File: src/rtl/fsm_pattern_tx.sv
// Serial pattern transmitter: sends a latched PAT_W-bit pattern MSB-first,
// repeat_cnt times, with GAP idle cycles between repetitions, then pulses done.
module fsm_pattern_tx #(
  parameter int PAT_W = 4,
  parameter int CNT_W = 8,
  parameter int GAP   = 2
) (
  input  logic             clk,
  input  logic             rst,
  input  logic             start_valid,
  output logic             start_ready,
  input  logic [PAT_W-1:0] pattern,
  input  logic [CNT_W-1:0] repeat_cnt,
  input  logic             abort,
  output logic             bit_out,
  output logic             bit_valid,
  output logic             pattern_end,
  output logic             busy,
  output logic             done
);

  localparam int BIT_W = $clog2(PAT_W);
  localparam int GAP_W = (GAP > 1) ? $clog2(GAP) : 1;

  localparam logic [BIT_W-1:0] BIT_LAST = BIT_W'(PAT_W - 1);
  localparam logic [BIT_W-1:0] BIT_ONE  = BIT_W'(1);
  localparam logic [GAP_W-1:0] GAP_LAST = GAP_W'((GAP > 0) ? GAP - 1 : 0);
  localparam logic [GAP_W-1:0] GAP_ONE  = GAP_W'(1);
  localparam logic [CNT_W-1:0] REP_ONE  = CNT_W'(1);

  typedef enum logic [1:0] {
    S_IDLE,
    S_SEND,
    S_GAP,
    S_DONE
  } state_t;

  state_t           state_q, state_d;
  logic [PAT_W-1:0] shreg_q, shreg_d;
  logic [CNT_W-1:0] rep_q,   rep_d;
  logic [BIT_W-1:0] bit_q,   bit_d;
  logic [GAP_W-1:0] gap_q,   gap_d;

  logic bit_out_q, bit_valid_q, pattern_end_q, busy_q, done_q, start_ready_q;

  always_comb begin
    state_d = state_q;
    shreg_d = shreg_q;
    rep_d   = rep_q;
    bit_d   = bit_q;
    gap_d   = gap_q;
    unique case (state_q)
      S_IDLE: begin
        if (start_valid) begin
          shreg_d = pattern;
          rep_d   = repeat_cnt;
          bit_d   = '0;
          gap_d   = '0;
          state_d = (repeat_cnt != '0) ? S_SEND : S_DONE;
        end
      end
      S_SEND: begin
        if (abort) begin
          state_d = S_IDLE;
        end else begin
          // Rotate rather than shift so the pattern is intact for the next repetition.
          shreg_d = {shreg_q[PAT_W-2:0], shreg_q[PAT_W-1]};
          if (bit_q == BIT_LAST) begin
            bit_d = '0;
            if (rep_q != '0) rep_d = rep_q - REP_ONE;
            if (rep_q <= REP_ONE) begin
              state_d = S_DONE;
            end else if (GAP > 0) begin
              gap_d   = '0;
              state_d = S_GAP;
            end
          end else begin
            bit_d = bit_q + BIT_ONE;
          end
        end
      end
      S_GAP: begin
        if (abort) begin
          state_d = S_IDLE;
        end else if (gap_q == GAP_LAST) begin
          gap_d   = '0;
          state_d = S_SEND;
        end else begin
          gap_d = gap_q + GAP_ONE;
        end
      end
      S_DONE: begin
        state_d = S_IDLE;
      end
      default: begin
        state_d = S_IDLE;
      end
    endcase
  end

  // Outputs are registered from the next-state values so they line up with state_q.
  always_ff @(posedge clk or posedge rst) begin
    if (rst) begin
      state_q       <= S_IDLE;
      shreg_q       <= '0;
      rep_q         <= '0;
      bit_q         <= '0;
      gap_q         <= '0;
      bit_out_q     <= 1'b0;
      bit_valid_q   <= 1'b0;
      pattern_end_q <= 1'b0;
      busy_q        <= 1'b0;
      done_q        <= 1'b0;
      start_ready_q <= 1'b1;
    end else begin
      state_q       <= state_d;
      shreg_q       <= shreg_d;
      rep_q         <= rep_d;
      bit_q         <= bit_d;
      gap_q         <= gap_d;
      bit_out_q     <= (state_d == S_SEND) && shreg_d[PAT_W-1];
      bit_valid_q   <= (state_d == S_SEND);
      pattern_end_q <= (state_d == S_SEND) && (bit_d == BIT_LAST);
      busy_q        <= (state_d != S_IDLE);
      done_q        <= (state_d == S_DONE);
      start_ready_q <= (state_d == S_IDLE);
    end
  end

  assign bit_out     = bit_out_q;
  assign bit_valid   = bit_valid_q;
  assign pattern_end = pattern_end_q;
  assign busy        = busy_q;
  assign done        = done_q;
  assign start_ready = start_ready_q;

endmodule

File: config.mk
export PLATFORM = sky130hd
export DESIGN_NAME = fsm_pattern_tx
export DESIGN_NICKNAME = d
export VERILOG_FILES = /design/src/rtl/fsm_pattern_tx.sv
export SDC_FILE = /design/constraint.sdc
export NUM_CORES = 1
export LEC_CHECK = 0
export CELL_PAD_IN_SITES_DETAIL_PLACEMENT = 0
export CELL_PAD_IN_SITES_GLOBAL_PLACEMENT = 1
export CORE_MARGIN = 5
export CORE_UTILIZATION = 43
export DETAILED_ROUTE_END_ITERATION = 8
export GPL_TIMING_DRIVEN = 0
export PLACE_DENSITY = 0.91
export RECOVER_POWER = 50
export SYNTH_ARGS = -nofsm -noshare
export SYNTH_HDL_FRONTEND = slang
export SYNTH_SLANG_ARGS = --single-unit
File: constraint.sdc
create_clock -name clk -period 4.3 [get_ports clk]
set_input_delay 0.43 -clock clk [delete_from_list [all_inputs] [get_ports clk]]
set_output_delay 0.43 -clock clk [all_outputs]
set_load 0.05 [all_outputs]
**Yosys cells after proc, flatten, opt, wreduce, memory -nomap -nowiden**

Index checks and enable logic that the tools add are counted.

- Word-level logic and storage cells: 68
- Register bits: 23
- Output and inout bits: 6
- Latch bits: 0
- Memory bits (read-only): 0
- Memory bits (writable): 0
- Memories: 0
- Input bits: 16

- Magnitude comparators: 1
- Shift operators: 0
- Divide/modulo/power cells: 0
- Bitwise operators: 0
- Multipliers: 0
- Equality and inequality tests: 13
- $add $sub $neg: 3
- Multiplexer cells: 27
- Reductions and logical operators: 12

Operators by type and width:

| kind | number |
|---|---|
| 8-bit 2-to-1 mux | 4 |
| 2-bit 2-to-1 mux | 9 |
| 8-bit case mux with 2 select lines | 1 |
| 8-bit nonzero test | 2 |
| 2-bit inequality test, second input constant | 6 |
| 2-bit == test, second input constant | 5 |
| 8-bit by 1-bit <= comparator with 1-bit output, second input constant | 1 |
| 4-bit 2-to-1 mux | 2 |
| 2-bit case mux with 4 select lines | 1 |
| 4-bit case mux with 2 select lines | 1 |
| 8-bit by 1-bit subtractor with 8-bit output, second input constant | 1 |
| 1-bit 2-to-1 mux | 7 |
| 6-bit AND reduction | 1 |
| 5-bit AND reduction | 1 |
| 2-bit by 1-bit == test with 1-bit output, second input constant | 2 |
| 2-bit logical NOT | 2 |
| 2-bit case mux with 2 select lines | 1 |
| 2-bit nonzero test | 2 |
| 1-bit case mux with 3 select lines | 1 |
| 3-bit AND reduction | 1 |
| 3-bit nonzero test | 1 |
| 2-bit by 1-bit adder with 2-bit output, second input constant | 1 |
| 1-bit logical AND | 2 |
| 1-bit adder, second input constant | 1 |

**Depth between registers and ports, before layout**

Gate-level depths: netlist (run 1).

- Word-level depth: 7
- Gate-level depth with buffers: 7
- Gate-level depth less buffers: 6

**Worst setup path after synthesis (run 1)**

No wires, ideal clock.

- Path type: register to register
- Start point: reg rep_q[0]
- End point: reg rep_q[0]
- Clock period less this slack: 2037 ps
- Data required time: 4176 ps
- Path slack: 2263 ps
- Library setup time: 124 ps
- Arrival time: 1913 ps
- Cell stages (with the launch flop): 7
- Path buffers: 0
- Cells stage by stage: dfrtp_1 inv_1 ha_1 or4b_4 nor4_4 nor4_1 a211o_2

- Word-level cells in the longest chain between the ends: 5
- Elaborated cells on any way between the ends: 8
- Classes of those cells: 1 x add/sub; 1 x eq/ne; 4 x mux; 2 x reduce/logical

Ends and longest elaborated chain:

| element | RTL line | text |
|---|---|---|
| start, declared | 40 | `logic [CNT_W-1:0] rep_q, rep_d;` |
| start signal, assigned | 118 | `rep_q <= rep_d;` |
| 8-bit by 1-bit subtractor with 8-bit output | 70 | `if (rep_q != '0) rep_d = rep_q - REP_ONE;` |
| 8-bit 2-to-1 mux | 70 |  |
| 8-bit 2-to-1 mux | 68 | `if (bit_q == BIT_LAST) begin` |
| 8-bit 2-to-1 mux | 63 | `if (abort) begin` |
| 8-bit case mux with 2 select lines | 52 | `unique case (state_q)` |

Parallel ways exist; a longest one is shown, timed or not. The select of a mux whose other input is x is not followed.
A chain may end at the register's enable or synchronous reset.

**Worst setup path in the final report (run 1)**

- Start point: reg state_q[0]
- End point: reg bit_out_q (netlist: bit_out)

- Elaborated cells on any way between the ends: 13
- Classes of those cells: 4 x eq/ne; 7 x mux; 2 x reduce/logical

RTL lines:

| element | RTL line | text |
|---|---|---|
| start, declared | 38 | `state_t state_q, state_d;` |
| start signal, assigned | 116 | `state_q <= state_d;` |
| 2-bit by 1-bit == test with 1-bit output / 2-bit logical NOT (equally long branches) | 52 |  |
| 4-bit case mux with 2 select lines * | 52 |  |
| net shreg_d[3] | 39 | `logic [PAT_W-1:0] shreg_q, shreg_d;` |
| 1-bit logical AND * | 121 | `bit_out_q <= (state_d == S_SEND) && shreg_d[PAT_W-1];` |
| end signal, assigned | 121 |  |
| end, declared | 44 | `logic bit_out_q, bit_valid_q, pattern_end_q, busy_q, done_q, start_ready_q;` |

The timed path passes the listed nets; every way through them passes the cells marked *.

==> impl_results.html, run 1 <==
<table>
<tr><th>Metric</th><th>Value</th></tr>
<tr><th colspan="2">Floorplan</th></tr>
<tr><td>I/O pin cnt</td><td>22</td></tr>
<tr><td>Placeable Area</td><td>0.002805 mm^2</td></tr>
<tr><td>Starting density of the core</td><td>45.99%</td></tr>
<tr><td>Overall die area</td><td>0.004195 mm^2</td></tr>
<tr><td>Standard-cell rows</td><td>19</td></tr>
<tr><td>Height of the die</td><td>64.77 um</td></tr>
<tr><td>Die X</td><td>64.77 um</td></tr>
<tr><th colspan="2">Synthesis</th></tr>
<tr><td>Main synth FF type</td><td>sky130_fd_sc_hd__dfrtp_1</td></tr>
<tr><td>Post-Synthesis Cells</td><td>128</td></tr>
<tr><td>Post-Syn Nets</td><td>147</td></tr>
<tr><td>Cell area after technology mapping</td><td>0.001290 mm^2</td></tr>
<tr><td>Number of synthesized register bits</td><td>23</td></tr>
<tr><td>Yosys cell types</td><td>43</td></tr>
<tr><td>Post-synthesis average cell area</td><td>10.08 um^2</td></tr>
<tr><td>Portion of the post-synthesis area used by sequential elements</td><td>44.71%</td></tr>
<tr><td>Share of synthesized flip-flops with an asynchronous set or reset</td><td>100.0%</td></tr>
<tr><td>Count of flip-flops with a built-in enable after synthesis</td><td>0</td></tr>
<tr><td>Warnings from Yosys</td><td>0</td></tr>
<tr><th colspan="2">Power and ir drop</th></tr>
<tr><td>Clock network power share</td><td>10.4%</td></tr>
<tr><td>Switching Fraction</td><td>44.94%</td></tr>
<tr><td>Net load switching power</td><td>447.1 uW</td></tr>
<tr><td>Worst VDD drop</td><td>0.0004060 V</td></tr>
<tr><td>Power share of the combinational group</td><td>51.8%</td></tr>
<tr><td>Power density relative to cell area</td><td>637.5 mW/mm^2</td></tr>
<tr><td>Internal power</td><td>547.7 uW</td></tr>
<tr><td>Static Leak</td><td>0.0006483 uW</td></tr>
<tr><td>Sequential cell fraction of total power</td><td>37.8%</td></tr>
<tr><th colspan="2">Placed design</th></tr>
<tr><td>Post-Place Setup Slack</td><td>1.995 ns</td></tr>
<tr><td>RD Place Congestion</td><td>0.8568</td></tr>
<tr><td>Quantity of I/O buffers inserted on ports</td><td>21</td></tr>
<tr><td>Post-detailed-placement half-perimeter wirelength</td><td>2.265 mm</td></tr>
<tr><th colspan="2">Worst setup path</th></tr>
<tr><td>Worst setup path category</td><td>register to register</td></tr>
<tr><td>Cell type with the highest occurrence count on the critical path</td><td>sky130_fd_sc_hd__nor3b_1</td></tr>
<tr><td>Arrival time of data at the critical path endpoint</td><td>2.58 ns</td></tr>
<tr><td>Critical Path Stages</td><td>5</td></tr>
<tr><td>Worst path top cell family by delay</td><td>simple AND/OR/NAND/NOR gates</td></tr>
<tr><td>Sequence of cells on the critical path</td><td>clkbuf_1 -&gt; nor3b_1 -&gt; nor2_1 -&gt; a21o_1 -&gt; nor3b_1</td></tr>
<tr><td>Maximum fanout along the worst path</td><td>10</td></tr>
<tr><td>Crit path buffers/inverters</td><td>1</td></tr>
<tr><td>Data required time at the worst endpoint</td><td>4.50 ns</td></tr>
<tr><td>Reg2Reg Depth</td><td>5</td></tr>
<tr><td>Slowest stage cell, crit path</td><td>sky130_fd_sc_hd__nor3b_1</td></tr>
<tr><td>Type of element capturing the critical path</td><td>register</td></tr>
<tr><td>Biggest cell delay along the critical path</td><td>0.89 ns</td></tr>
<tr><td>Startpoint types</td><td>register</td></tr>
<tr><th colspan="2">Global routing</th></tr>
<tr><td>Global-route wire length before repair</td><td>5.340 mm</td></tr>
<tr><td>Pin count of the biggest net entering global routing</td><td>24</td></tr>
<tr><td>Global-route usage over all layers</td><td>15.71%</td></tr>
<tr><td>Vias in the first global route</td><td>1,160</td></tr>
<tr><td>Initial antenna violation count</td><td>0</td></tr>
<tr><td>Overflow left after global routing</td><td>0</td></tr>
<tr><th colspan="2">Outcome</th></tr>
<tr><td>Status</td><td>finished, final reports clean</td></tr>
<tr><th colspan="2">STA</th></tr>
<tr><td>Fin Hold WS</td><td>0.4945 ns</td></tr>
<tr><td>Time the worst path needs with I/O delays and setup</td><td>2.389 ns</td></tr>
<tr><td>Count of final max-slew check failures</td><td>0</td></tr>
<tr><td>Unrepaired setup endpoints after global routing</td><td>no</td></tr>
<tr><td>Final WS setup</td><td>1.911 ns</td></tr>
<tr><td>Count of endpoints failing setup in the final report</td><td>0</td></tr>
<tr><td>Slew HR</td><td>31.04%</td></tr>
<tr><td>Sum of negative setup slack</td><td>0 ns</td></tr>
<tr><td>Pin slew with the least headroom to its limit</td><td>1.032 ns</td></tr>
<tr><td>Worst Skew</td><td>0.002250 ns</td></tr>
<tr><td>Share of the clock period used by the worst path after layout</td><td>55.55%</td></tr>
<tr><td>Final Hold Vio Count</td><td>0</td></tr>
<tr><td>Fmax</td><td>0.4186 GHz</td></tr>
<tr><th colspan="2">Clock network</th></tr>
<tr><td>Clock Sinks</td><td>23</td></tr>
<tr><td>Root Buffer Master</td><td>sky130_fd_sc_hd__clkbuf_4</td></tr>
<tr><td>Maximum buffer depth of the clock tree</td><td>2</td></tr>
<tr><td>Setup fix buffers added after clock tree synthesis</td><td>0</td></tr>
<tr><td>TritonCTS clock tree</td><td>done</td></tr>
<tr><td>Number of buffers inserted by hold repair at cts</td><td>0</td></tr>
<tr><td>Clock transition at the register clock pins on the worst setup and hold paths after CTS</td><td>0.14 ns</td></tr>
<tr><td>Number of H-tree branching levels</td><td>1</td></tr>
<tr><td>TritonCTS Buffers</td><td>3</td></tr>
<tr><td>Clock latency on the worst-skew pair</td><td>0.31 ns</td></tr>
<tr><td>Number of cells upsized or downsized after cts</td><td>0</td></tr>
<tr><th colspan="2">Hold path</th></tr>
<tr><td>Worst min-delay path class</td><td>register to register</td></tr>
<tr><td>Number of cells traversed by the worst hold path</td><td>2</td></tr>
<tr><th colspan="2">Detailed routing</th></tr>
<tr><td>Post-detailed-route via-to-cell ratio</td><td>5.924</td></tr>
<tr><td>Remaining routing DRC violations</td><td>0</td></tr>
<tr><td>Pre-antenna DRT Iters</td><td>4</td></tr>
<tr><td>Final wirelength</td><td>3.040 mm</td></tr>
<tr><td>Number of antenna-violating nets in the routed design</td><td>0</td></tr>
<tr><td>Via count</td><td>1,090</td></tr>
<tr><td>Violation count after the first detailed-route iteration</td><td>80</td></tr>
<tr><td>Routed len/inst</td><td>16.52 um</td></tr>
<tr><th colspan="2">Cells and area</th></tr>
<tr><td>Count of antenna diodes in the layout</td><td>0</td></tr>
<tr><td>Final #Nets</td><td>173</td></tr>
<tr><td>Proportion of layout cells with a drive suffix above 1</td><td>12.42%</td></tr>
<tr><td>Fill cell count</td><td>273</td></tr>
<tr><td>Final core utilization</td><td>55.62%</td></tr>
<tr><td>Signed area change from the synthesized netlist to the final layout</td><td>20.95%</td></tr>
<tr><td>Register Area</td><td>576.8 um^2</td></tr>
<tr><td>Combined area of the multi-input logic cells</td><td>648.1 um^2</td></tr>
<tr><th colspan="2">Job</th></tr>
<tr><td>Max-cap check violation count</td><td>0</td></tr>
</table>
cells in the mapped netlist (all sizes together) (2+ instances only):
library cell	number	area share (%)
dfrtp	22	43
nor2	11	3.2
nand2	8	2.3
a21oi	7	2.7
inv	7	2.0
o21ai	7	2.7
nor3	6	2.3
nor4	6	4.6
nor3b	5	4.2
a22oi	4	2.3
buf	4	2.0
ha	3	2.9
nor2b	3	1.5
a22o	2	1.4
a31oi	2	0.97
a32oi	2	1.4
clkbuf	2	0.58
mux2	2	1.7
nand2b	2	0.97
o22ai	2	0.97
o2bb2ai	2	1.4
or2	2	0.97
or3	2	0.97
placed cells by master, fill, tap and decap left out, drive strengths merged, types with 2 or more instances in the layout:
master	instances
clkdlybuf4s50	20
or3	2
a22oi	4
dfrtp	22
a22o	2
nor2	11
buf	3
o22ai	2
o21ai	7
nand2b	2
a21oi	7
inv	7
nor2b	3
mux2	2
ha	3
clkbuf	6
nor3	6
nand2	8
nor3b	5
a32oi	2
a31oi	2
o2bb2ai	2
or2	2
nor4	6
worst reg2reg max path: cells and delay by family, from the launching register on:
kind            cells  cell delay, ns
simple gates        3            1.32
buf+inv             1            0.34
compound gates      1            0.27
flops               1            0.34
worst paths after layout:
kind / startpoint / end / slack (ns)
worst max-delay path: state_q[0] / bit_out / 1.91
worst min-delay path: shreg_q[2] / shreg_q[2] / 0.49
worst max register to register: state_q[0] / bit_out / 1.91
worst min register to register: shreg_q[2] / shreg_q[2] / 0.49
max in group asynchronous: rst / rep_q[3] / 3.02
min in group asynchronous: rst / bit_valid / 0.73
metal layers:
layer / vias to the layer above / GRT usage [%] / part of all wire (%)
met1: 533 / 20.37 / 43
met3: 4 / 3.282 / 4.4
met2: 29 / 26.56 / 51
li1: 524 / - / -
met4: 0 / 4.222 / 1.2
met5: - / 0 / 0
power groups by stage:
| stage | Clock (uW) | Combinational, uW | Sequential [uW] |
|---|---|---|---|
| after floorplan | 0 | 321 | 430 |
| after global placement | 0 | 502 | 373 |
| after detailed placement | 0 | 517 | 379 |
| after CTS | 107 | 520 | 374 |
| after global routing | 121 | 568 | 389 |
| final | 104 | 515 | 376 |
logic make-up after synthesis:
kind of cell	Yosys count	synth area share (%)
AOI/OAI and AO/OA	36	20.47
adders and majority gates	3	2.910
buffers and inverters	13	4.656
DFF	23	44.71
muxes	2	1.746
and+or+nand+nor	51	25.51
sequential cells by signal, summed over array words and instances, names as in the netlist:
signal,count
bit_q,2
gap_q,1
bit_valid,1
rep_q,8
bit_out,1
shreg_q,4
state_q,2
pattern_end,1
busy,1
done,1
start_ready,1
final cells by class:
type	count	share of cell area [%]
clock inverter	1	0.3208
sequential	23	36.97
clock buffer	3	1.443
multi-input combinational	92	41.54
tap	31	2.486
buffer	6	2.085
timing repair buffer	21	13.47
inverter	7	1.684
per-stage QoR:
step | instances | cell area [um^2] | total power (uW)
floorplan | 128 | 1290 | 751.5
global placement | 180 | 1539 | 875.1
detailed placement | 180 | 1539 | 895.7
CTS | 184 | 1567 | 1001
global route | 184 | 1560 | 1078
finish | 184 | 1560 | 994.7
No activity file was read; power rests on OpenSTA's default activity.
==> run 2: changes to the inputs <==
CORE_UTILIZATION = 36   (was 43)
PLACE_DENSITY = 0.82   (was 0.91)
clock period = 2 ns   (was 4.3 ns; I/O delays follow)
==> run 2 against run 1 <==
Die area up 16%. Final cell count up 12%. Clock-buffer cell count unchanged. Clock power up 110%. First-iteration DRC count up 81%. Critical path depth up 1. Utilization down 7.2 points. Non-clock buffer count up 7. Clock skew up 0.012 ns. Sequential power up 110%. Combinational power up 140%. Largest cell class unchanged.
==> impl_results.html, run 2 (synthesis gave the netlist of run 1 again) <==
<table>
<tr><th>Metric</th><th>Value</th></tr>
<tr><th colspan="2">Floorplan</th></tr>
<tr><td>Standard-cell rows</td><td>21 (was 19)</td></tr>
<tr><td>Placeable Area</td><td>0.003416 mm^2 (was 0.002805 mm^2)</td></tr>
<tr><td>I/O pin cnt</td><td>22 (unchanged)</td></tr>
<tr><td>Overall die area</td><td>0.004880 mm^2 (was 0.004195 mm^2)</td></tr>
<tr><td>Die X</td><td>69.86 um (was 64.77 um)</td></tr>
<tr><td>Starting density of the core</td><td>37.77% (was 45.99%)</td></tr>
<tr><td>Height of the die</td><td>69.86 um (was 64.77 um)</td></tr>
<tr><th colspan="2">Clock network</th></tr>
<tr><td>Number of H-tree branching levels</td><td>1 (unchanged)</td></tr>
<tr><td>Maximum buffer depth of the clock tree</td><td>2 (unchanged)</td></tr>
<tr><td>TritonCTS clock tree</td><td>done (unchanged)</td></tr>
<tr><td>Clock Sinks</td><td>23 (unchanged)</td></tr>
<tr><td>Clock transition at the register clock pins on the worst setup and hold paths after CTS</td><td>0.14 ns (about the same)</td></tr>
<tr><td>TritonCTS Buffers</td><td>3 (unchanged)</td></tr>
<tr><td>Clock latency on the worst-skew pair</td><td>0.31 ns (about the same)</td></tr>
<tr><td>Number of buffers inserted by hold repair at cts</td><td>0 (unchanged)</td></tr>
<tr><td>Root Buffer Master</td><td>sky130_fd_sc_hd__clkbuf_4 (unchanged)</td></tr>
<tr><th colspan="2">Power and ir drop</th></tr>
<tr><td>Clock network power share</td><td>9.6% (was 10.4%)</td></tr>
<tr><td>Power share of the combinational group</td><td>55.4% (was 51.8%)</td></tr>
<tr><td>Worst VDD drop</td><td>0.0006739 V (was 0.0004060 V)</td></tr>
<tr><td>Power density relative to cell area</td><td>1365 mW/mm^2 (was 637.5 mW/mm^2)</td></tr>
<tr><td>Sequential cell fraction of total power</td><td>35.0% (was 37.8%)</td></tr>
<tr><td>Static Leak</td><td>0.0006904 uW (was 0.0006483 uW)</td></tr>
<tr><td>Internal power</td><td>1259 uW (was 547.7 uW)</td></tr>
<tr><td>Final Power</td><td>2256 uW (was 994.7 uW)</td></tr>
<tr><td>Net load switching power</td><td>996.9 uW (was 447.1 uW)</td></tr>
<tr><td>Switching Fraction</td><td>44.20% (was 44.94%)</td></tr>
<tr><th colspan="2">Cells and area</th></tr>
<tr><td>Post-route non-filler standard cell count</td><td>206 (was 184)</td></tr>
<tr><td>Max FFs per register</td><td>8 (unchanged)</td></tr>
<tr><td>Proportion of layout cells with a drive suffix above 1</td><td>20.63% (was 12.42%)</td></tr>
<tr><td>Signed area change from the synthesized netlist to the final layout</td><td>28.13% (was 20.95%)</td></tr>
<tr><td>Count of antenna diodes in the layout</td><td>0 (unchanged)</td></tr>
<tr><td>Final core utilization</td><td>48.39% (was 55.62%)</td></tr>
<tr><td>Largest registers</td><td>rep_q x8, shreg_q x4 (unchanged)</td></tr>
<tr><td>Most common library cell in the layout ignoring fill and taps</td><td>sky130_fd_sc_hd__dfrtp_1 (unchanged)</td></tr>
<tr><td>Commonest cells after routing, fill and taps aside</td><td>sky130_fd_sc_hd__dfrtp_1 (21), sky130_fd_sc_hd__clkdlybuf4s50_1 (19), sky130_fd_sc_hd__nor2_1 (11), sky130_fd_sc_hd__nand2_1 (8) (was sky130_fd_sc_hd__dfrtp_1 (22), sky130_fd_sc_hd__clkdlybuf4s50_1 (20), sky130_fd_sc_hd__nor2_1 (11), sky130_fd_sc_hd__nand2_1 (8))</td></tr>
<tr><td>Final #Nets</td><td>180 (was 173)</td></tr>
<tr><td>Register containing the most flip-flops in the final layout</td><td>rep_q (unchanged)</td></tr>
<tr><th colspan="2">Worst setup path</th></tr>
<tr><td>Startpoint types</td><td>register (unchanged)</td></tr>
<tr><td>Arrival time of data at the critical path endpoint</td><td>2.12 ns (was 2.58 ns)</td></tr>
<tr><td>Origin of the critical flop-to-flop path</td><td>rep_q[1] (was state_q[0])</td></tr>
<tr><td>Data required time at the worst endpoint</td><td>2.20 ns (was 4.50 ns)</td></tr>
<tr><td>Reg2Reg Depth</td><td>6 (was 5)</td></tr>
<tr><td>Type of element capturing the critical path</td><td>register (unchanged)</td></tr>
<tr><td>Worst setup path category</td><td>register to register (unchanged)</td></tr>
<tr><td>Reg-to-reg setup timing slack</td><td>0.08 ns (was 1.91 ns)</td></tr>
<tr><td>Maximum fanout along the worst path</td><td>4 (was 10)</td></tr>
<tr><td>Critical register-to-register path endpoint</td><td>rep_q[0] (was bit_out)</td></tr>
<tr><th colspan="2">Placed design</th></tr>
<tr><td>RD Place Congestion</td><td>0.9213 (was 0.8568)</td></tr>
<tr><td>Quantity of I/O buffers inserted on ports</td><td>21 (unchanged)</td></tr>
<tr><td>Post-detailed-placement half-perimeter wirelength</td><td>2.188 mm (was 2.265 mm)</td></tr>
<tr><td>Cell total after placement</td><td>195 (was 180)</td></tr>
<tr><th colspan="2">STA</th></tr>
<tr><td>Sum of negative setup slack</td><td>0 ns (unchanged)</td></tr>
<tr><td>Count of final max-slew check failures</td><td>0 (unchanged)</td></tr>
<tr><td>Pin slew with the least headroom to its limit</td><td>0.8876 ns (was 1.032 ns)</td></tr>
<tr><td>Fmax</td><td>0.5207 GHz (was 0.4186 GHz)</td></tr>
<tr><td>Time the worst path needs with I/O delays and setup</td><td>1.920 ns (was 2.389 ns)</td></tr>
<tr><td>Worst Skew</td><td>0.01462 ns (was 0.002250 ns)</td></tr>
<tr><td>Slew HR</td><td>40.76% (was 31.04%)</td></tr>
<tr><td>Unrepaired setup endpoints after global routing</td><td>no (unchanged)</td></tr>
<tr><td>Count of endpoints failing setup in the final report</td><td>0 (unchanged)</td></tr>
<tr><td>Share of the clock period used by the worst path after layout</td><td>96.02% (was 55.55%)</td></tr>
<tr><td>Final Hold Vio Count</td><td>0 (unchanged)</td></tr>
<tr><th colspan="2">Detailed routing</th></tr>
<tr><td>Post-detailed-route via-to-cell ratio</td><td>5.495 (was 5.924)</td></tr>
<tr><td>Via count</td><td>1,132 (was 1,090)</td></tr>
<tr><td>Pre-antenna DRT Iters</td><td>4 (unchanged)</td></tr>
<tr><td>Violation count after the first detailed-route iteration</td><td>145 (was 80)</td></tr>
<tr><td>Routed len/inst</td><td>15.51 um (was 16.52 um)</td></tr>
<tr><td>Remaining routing DRC violations</td><td>0 (unchanged)</td></tr>
<tr><td>Number of antenna-violating nets in the routed design</td><td>0 (unchanged)</td></tr>
<tr><td>Final wirelength</td><td>3.195 mm (was 3.040 mm)</td></tr>
<tr><th colspan="2">Global routing</th></tr>
<tr><td>Vias in the first global route</td><td>1,180 (was 1,160)</td></tr>
<tr><td>Initial antenna violation count</td><td>0 (unchanged)</td></tr>
<tr><td>Global-route wire length before repair</td><td>5.409 mm (was 5.340 mm)</td></tr>
<tr><td>Pin count of the biggest net entering global routing</td><td>24 (unchanged)</td></tr>
<tr><td>Overflow left after global routing</td><td>0 (unchanged)</td></tr>
<tr><td>Global-route usage over all layers</td><td>13.66% (was 15.71%)</td></tr>
<tr><th colspan="2">Hold path</th></tr>
<tr><td>Worst min-delay path class</td><td>primary input to async pin (was register to register)</td></tr>
<tr><th colspan="2">Outcome</th></tr>
<tr><td>Status</td><td>finished, final reports clean (unchanged)</td></tr>
<tr><th colspan="2">Job</th></tr>
<tr><td>Max-cap check violation count</td><td>0 (unchanged)</td></tr>
</table>
[run 2: changes by cell type in the layout (fill, tap and decap cells not counted), sizes merged]
| cell | delta |
|---|---|
| dlygate4sd3 | +1 |
| buf | +8 |
| clkdlybuf4s50 | -1 |
| clkbuf | -1 |
[run 2: area by class of cell]
cell class / count / area (um^2)
inverter: 7 / 26.28
sequential: 23 / 578.1
clock buffer: 3 / 22.52
tap: 46 / 57.56
multi-input combinational: 92 / 665.6
clock inverter: 1 / 5.005
timing repair buffer: 28 / 262.8
buffer: 6 / 35.03
fill: 346 / 1763
[run 2: worst max-delay path, cell delays in order, from the launching register on]
cell and delay (ns):
sky130_fd_sc_hd__dfrtp_1 0.43, sky130_fd_sc_hd__inv_2 0.10, sky130_fd_sc_hd__ha_4 0.14, sky130_fd_sc_hd__or4b_4 0.50, sky130_fd_sc_hd__nor4_4 0.25, sky130_fd_sc_hd__nor4_1 0.11
sky130_fd_sc_hd__a211o_2 0.28
[run 2: worst max path at each step]
stage,startpoint,end,cells after the start
floorplan,rep_q[0],rep_q[0],6
global placement,rep_q[0],rep_q[0],6
detailed placement,rep_q[1],rep_q[4],7
CTS,rep_q[1],rep_q[0],6
global route,rep_q[1],rep_q[3],7
finish,rep_q[1],rep_q[0],6
[run 2: per-layer routing]
metal	GRT usage, %	up-vias	part of all wire, %
met5	0	-	0
met4	4.468	0	2.2
met3	4.591	7	9.2
met2	21.83	54	46
met1	17.29	537	43
li1	-	534	-
[run 2: timing repair]
| action | 4_1_cts | 5_1_grt |
|---|---|---|
| resized for setup | 6 | 2 |
| hold endpoints to repair | 0 | 0 |
| setup endpoints to repair | 8 | 10 |
| pin swaps | 5 | 2 |
| buffers inserted | 6 | 1 |
[run 2: stage by stage]
stage | worst slack, ns | cell area, um^2 | hold WS [ns]
after floorplan | 0.08179 | 1290 | 0.2012
after global placement | -0.1080 | 1558 | 0.4619
after detailed placement | -0.1652 | 1558 | 0.4652
after CTS | 0.005463 | 1644 | 0.3918
after global routing | 0.003089 | 1653 | 0.4905
final | 0.07964 | 1653 | 0.4939
[run 2: power by group through the flow]
stage          sequential, uW  combinational [uW]  clock [uW]
5_1_grt                   811                1360         257
2_1_floorplan             925                 691           0
3_5_place_dp              808                1100           0
3_3_place_gp              799                1090           0
4_1_cts                   786                1220         228
6_report                  789                1250         216
==> run 3: changes to the inputs <==
CORE_UTILIZATION = 26   (was 36)
PLACE_DENSITY = 0.65   (was 0.82)
SLEW_MARGIN = 10   (was unset)
==> run 3 against run 2 <==
Highest routed layer unchanged. Critical endpoint unchanged. Worst setup slack better by 0.048 ns. Wire length is 2.8% higher. Sequential power hardly changed. Clock power is 33% higher. Power is 3.8% higher. Combinational power hardly changed. First-iteration DRC count is 66% lower.
==> impl_results.html, run 3 (synthesis gave the netlist of run 1 again) <==
<table>
<tr><th>Metric</th><th>Value</th></tr>
<tr><th colspan="2">Cells and area</th></tr>
<tr><td>Most common library cell in the layout ignoring fill and taps</td><td>sky130_fd_sc_hd__dfrtp_1 (unchanged)</td></tr>
<tr><td>Max FFs per register</td><td>8 (unchanged)</td></tr>
<tr><td>Largest registers</td><td>rep_q x8, shreg_q x4 (unchanged)</td></tr>
<tr><td>Count of antenna diodes in the layout</td><td>0 (unchanged)</td></tr>
<tr><td>Commonest cells after routing, fill and taps aside</td><td>sky130_fd_sc_hd__dfrtp_1 (21), sky130_fd_sc_hd__clkdlybuf4s50_1 (20), sky130_fd_sc_hd__nor2_1 (10), sky130_fd_sc_hd__nand2_1 (8) (was sky130_fd_sc_hd__dfrtp_1 (21), sky130_fd_sc_hd__clkdlybuf4s50_1 (19), sky130_fd_sc_hd__nor2_1 (11), sky130_fd_sc_hd__nand2_1 (8))</td></tr>
<tr><td>Fill cell count</td><td>498 (was 346)</td></tr>
<tr><td>Signed area change from the synthesized netlist to the final layout</td><td>32.10% (was 28.13%)</td></tr>
<tr><td>Final #Nets</td><td>179 (was 180)</td></tr>
<tr><td>Proportion of layout cells with a drive suffix above 1</td><td>21.38% (was 20.63%)</td></tr>
<tr><td>Post-route non-filler standard cell count</td><td>226 (was 206)</td></tr>
<tr><td>Register containing the most flip-flops in the final layout</td><td>rep_q (unchanged)</td></tr>
<tr><td>Final core utilization</td><td>35.84% (was 48.39%)</td></tr>
<tr><th colspan="2">Detailed routing</th></tr>
<tr><td>Routed len/inst</td><td>14.54 um (was 15.51 um)</td></tr>
<tr><td>Number of antenna-violating nets in the routed design</td><td>0 (unchanged)</td></tr>
<tr><td>Post-detailed-route via-to-cell ratio</td><td>4.907 (was 5.495)</td></tr>
<tr><td>Remaining routing DRC violations</td><td>0 (unchanged)</td></tr>
<tr><td>Final wirelength</td><td>3.285 mm (was 3.195 mm)</td></tr>
<tr><td>Violation count after the first detailed-route iteration</td><td>50 (was 145)</td></tr>
<tr><td>Via count</td><td>1,109 (was 1,132)</td></tr>
<tr><td>Pre-antenna DRT Iters</td><td>4 (unchanged)</td></tr>
<tr><th colspan="2">STA</th></tr>
<tr><td>Count of endpoints failing setup in the final report</td><td>0 (unchanged)</td></tr>
<tr><td>Pin slew with the least headroom to its limit</td><td>0.8724 ns (was 0.8876 ns)</td></tr>
<tr><td>Worst Skew</td><td>0.003571 ns (was 0.01462 ns)</td></tr>
<tr><td>Fmax</td><td>0.5341 GHz (was 0.5207 GHz)</td></tr>
<tr><td>Time the worst path needs with I/O delays and setup</td><td>1.872 ns (was 1.920 ns)</td></tr>
<tr><td>Unrepaired setup endpoints after global routing</td><td>no (unchanged)</td></tr>
<tr><td>Share of the clock period used by the worst path after layout</td><td>93.62% (was 96.02%)</td></tr>
<tr><td>Slew HR</td><td>41.78% (was 40.76%)</td></tr>
<tr><td>Count of final max-slew check failures</td><td>0 (unchanged)</td></tr>
<tr><td>Final Hold Vio Count</td><td>0 (unchanged)</td></tr>
<tr><td>Sum of negative setup slack</td><td>0 ns (unchanged)</td></tr>
<tr><th colspan="2">Global routing</th></tr>
<tr><td>Initial antenna violation count</td><td>0 (unchanged)</td></tr>
<tr><td>Vias in the first global route</td><td>1,145 (was 1,180)</td></tr>
<tr><td>Pin count of the biggest net entering global routing</td><td>24 (unchanged)</td></tr>
<tr><td>Overflow left after global routing</td><td>0 (unchanged)</td></tr>
<tr><td>Global-route wire length before repair</td><td>5.526 mm (was 5.409 mm)</td></tr>
<tr><td>Global-route usage over all layers</td><td>10.89% (was 13.66%)</td></tr>
<tr><th colspan="2">Clock network</th></tr>
<tr><td>Root Buffer Master</td><td>sky130_fd_sc_hd__clkbuf_8 (was sky130_fd_sc_hd__clkbuf_4)</td></tr>
<tr><td>TritonCTS Buffers</td><td>3 (unchanged)</td></tr>
<tr><td>Clock Sinks</td><td>23 (unchanged)</td></tr>
<tr><td>Number of buffers inserted by hold repair at cts</td><td>0 (unchanged)</td></tr>
<tr><td>Clock latency on the worst-skew pair</td><td>0.26 ns (was 0.31 ns)</td></tr>
<tr><td>Maximum buffer depth of the clock tree</td><td>2 (unchanged)</td></tr>
<tr><td>Clock transition at the register clock pins on the worst setup and hold paths after CTS</td><td>0.08 ns (was 0.14 ns)</td></tr>
<tr><td>TritonCTS clock tree</td><td>done (unchanged)</td></tr>
<tr><td>Number of H-tree branching levels</td><td>1 (unchanged)</td></tr>
<tr><th colspan="2">Power and ir drop</th></tr>
<tr><td>Power density relative to cell area</td><td>1374 mW/mm^2 (was 1365 mW/mm^2)</td></tr>
<tr><td>Static Leak</td><td>0.0006938 uW (was 0.0006904 uW)</td></tr>
<tr><td>Worst VDD drop</td><td>0.0005527 V (was 0.0006739 V)</td></tr>
<tr><th colspan="2">Worst setup path</th></tr>
<tr><td>Startpoint types</td><td>register (unchanged)</td></tr>
<tr><td>Arrival time of data at the critical path endpoint</td><td>2.03 ns (was 2.12 ns)</td></tr>
<tr><td>Maximum fanout along the worst path</td><td>8 (was 4)</td></tr>
<tr><td>Type of element capturing the critical path</td><td>register (unchanged)</td></tr>
<tr><td>Data required time at the worst endpoint</td><td>2.16 ns (was 2.20 ns)</td></tr>
<tr><td>Worst setup path category</td><td>register to register (unchanged)</td></tr>
<tr><th colspan="2">Placed design</th></tr>
<tr><td>Post-detailed-placement half-perimeter wirelength</td><td>2.394 mm (was 2.188 mm)</td></tr>
<tr><td>Cell total after placement</td><td>216 (was 195)</td></tr>
<tr><td>Quantity of I/O buffers inserted on ports</td><td>21 (unchanged)</td></tr>
<tr><td>RD Place Congestion</td><td>0.8146 (was 0.9213)</td></tr>
<tr><th colspan="2">Floorplan</th></tr>
<tr><td>I/O pin cnt</td><td>22 (unchanged)</td></tr>
<tr><td>Height of the die</td><td>80.44 um (was 69.86 um)</td></tr>
<tr><td>Die X</td><td>80.44 um (was 69.86 um)</td></tr>
<tr><td>Standard-cell rows</td><td>25 (was 21)</td></tr>
<tr><td>Placeable Area</td><td>0.004755 mm^2 (was 0.003416 mm^2)</td></tr>
<tr><td>Overall die area</td><td>0.006470 mm^2 (was 0.004880 mm^2)</td></tr>
<tr><td>Starting density of the core</td><td>27.13% (was 37.77%)</td></tr>
<tr><th colspan="2">Job</th></tr>
<tr><td>Max-cap check violation count</td><td>0 (unchanged)</td></tr>
<tr><th colspan="2">Outcome</th></tr>
<tr><td>Status</td><td>finished, final reports clean (unchanged)</td></tr>
<tr><th colspan="2">Hold path</th></tr>
<tr><td>Worst min-delay path class</td><td>register to register (was primary input to async pin)</td></tr>
</table>
[run 3: report_power, final]
group,switching [uW],internal [uW]
Combinational,730,537
Clock,148,139
Sequential,128,660
[run 3: cell type report]
type	count	area, um^2	share of cell area, %
multi-input combinational	92	679.4	39.87
tap	67	83.83	4.919
clock inverter	1	5.005	0.2937
timing repair buffer	27	255.2	14.98
clock buffer	3	41.29	2.423
inverter	7	26.28	1.542
buffer	6	35.03	2.056
sequential	23	578.1	33.92
[run 3: worst max-delay path: stages, from the launching register on]
cell                       delay (ns)
sky130_fd_sc_hd__dfrtp_1         0.41
sky130_fd_sc_hd__ha_1            0.23
sky130_fd_sc_hd__and4bb_2        0.31
sky130_fd_sc_hd__nor2_2          0.10
sky130_fd_sc_hd__or2_1           0.25
sky130_fd_sc_hd__buf_6           0.13
sky130_fd_sc_hd__a211o_2         0.31
[run 3: through the flow]
| stage | setup slack, ns | total power [uW] | hold slack [ns] | instance area, um^2 |
|---|---|---|---|---|
| floorplan | 0.08179 | 1616 | 0.2012 | 1290 |
| global placement | -0.1325 | 1907 | 0.4637 | 1584 |
| detailed placement | -0.1472 | 1933 | 0.4757 | 1584 |
| CTS | 0.001547 | 2341 | 0.4552 | 1694 |
| global route | 0.01693 | 2520 | 0.5333 | 1704 |
| finish | 0.1276 | 2342 | 0.4924 | 1704 |
[run 3: repair_timing]
item                       4_1_cts  5_1_grt
setup buffers                    6        0
gates resized for setup          6        4
setup endpoints to repair        8       11
pin swaps                        3        1
[run 3: worst paths after layout]
check                      startpoint           to  slack [ns]  cells past startpoint
setup reg to reg             bit_q[0]     rep_q[0]        0.13                      6
min in group asynchronous         rst  pattern_end        0.56                      2
hold / removal               rep_q[6]     rep_q[6]        0.49                      1
setup / recovery             bit_q[0]     rep_q[0]        0.13                      6
hold reg to reg              rep_q[6]     rep_q[6]        0.49                      1
max in group asynchronous         rst     rep_q[0]        0.85                      2
[run 3: per-layer routing]
metal	up-vias	routed length (um)	GRT usage (%)
met2	31	1562	18.54
li1	535	-	-
met1	538	1497	14.01
met3	5	192	2.354
met5	-	0	0
met4	0	32	2.534
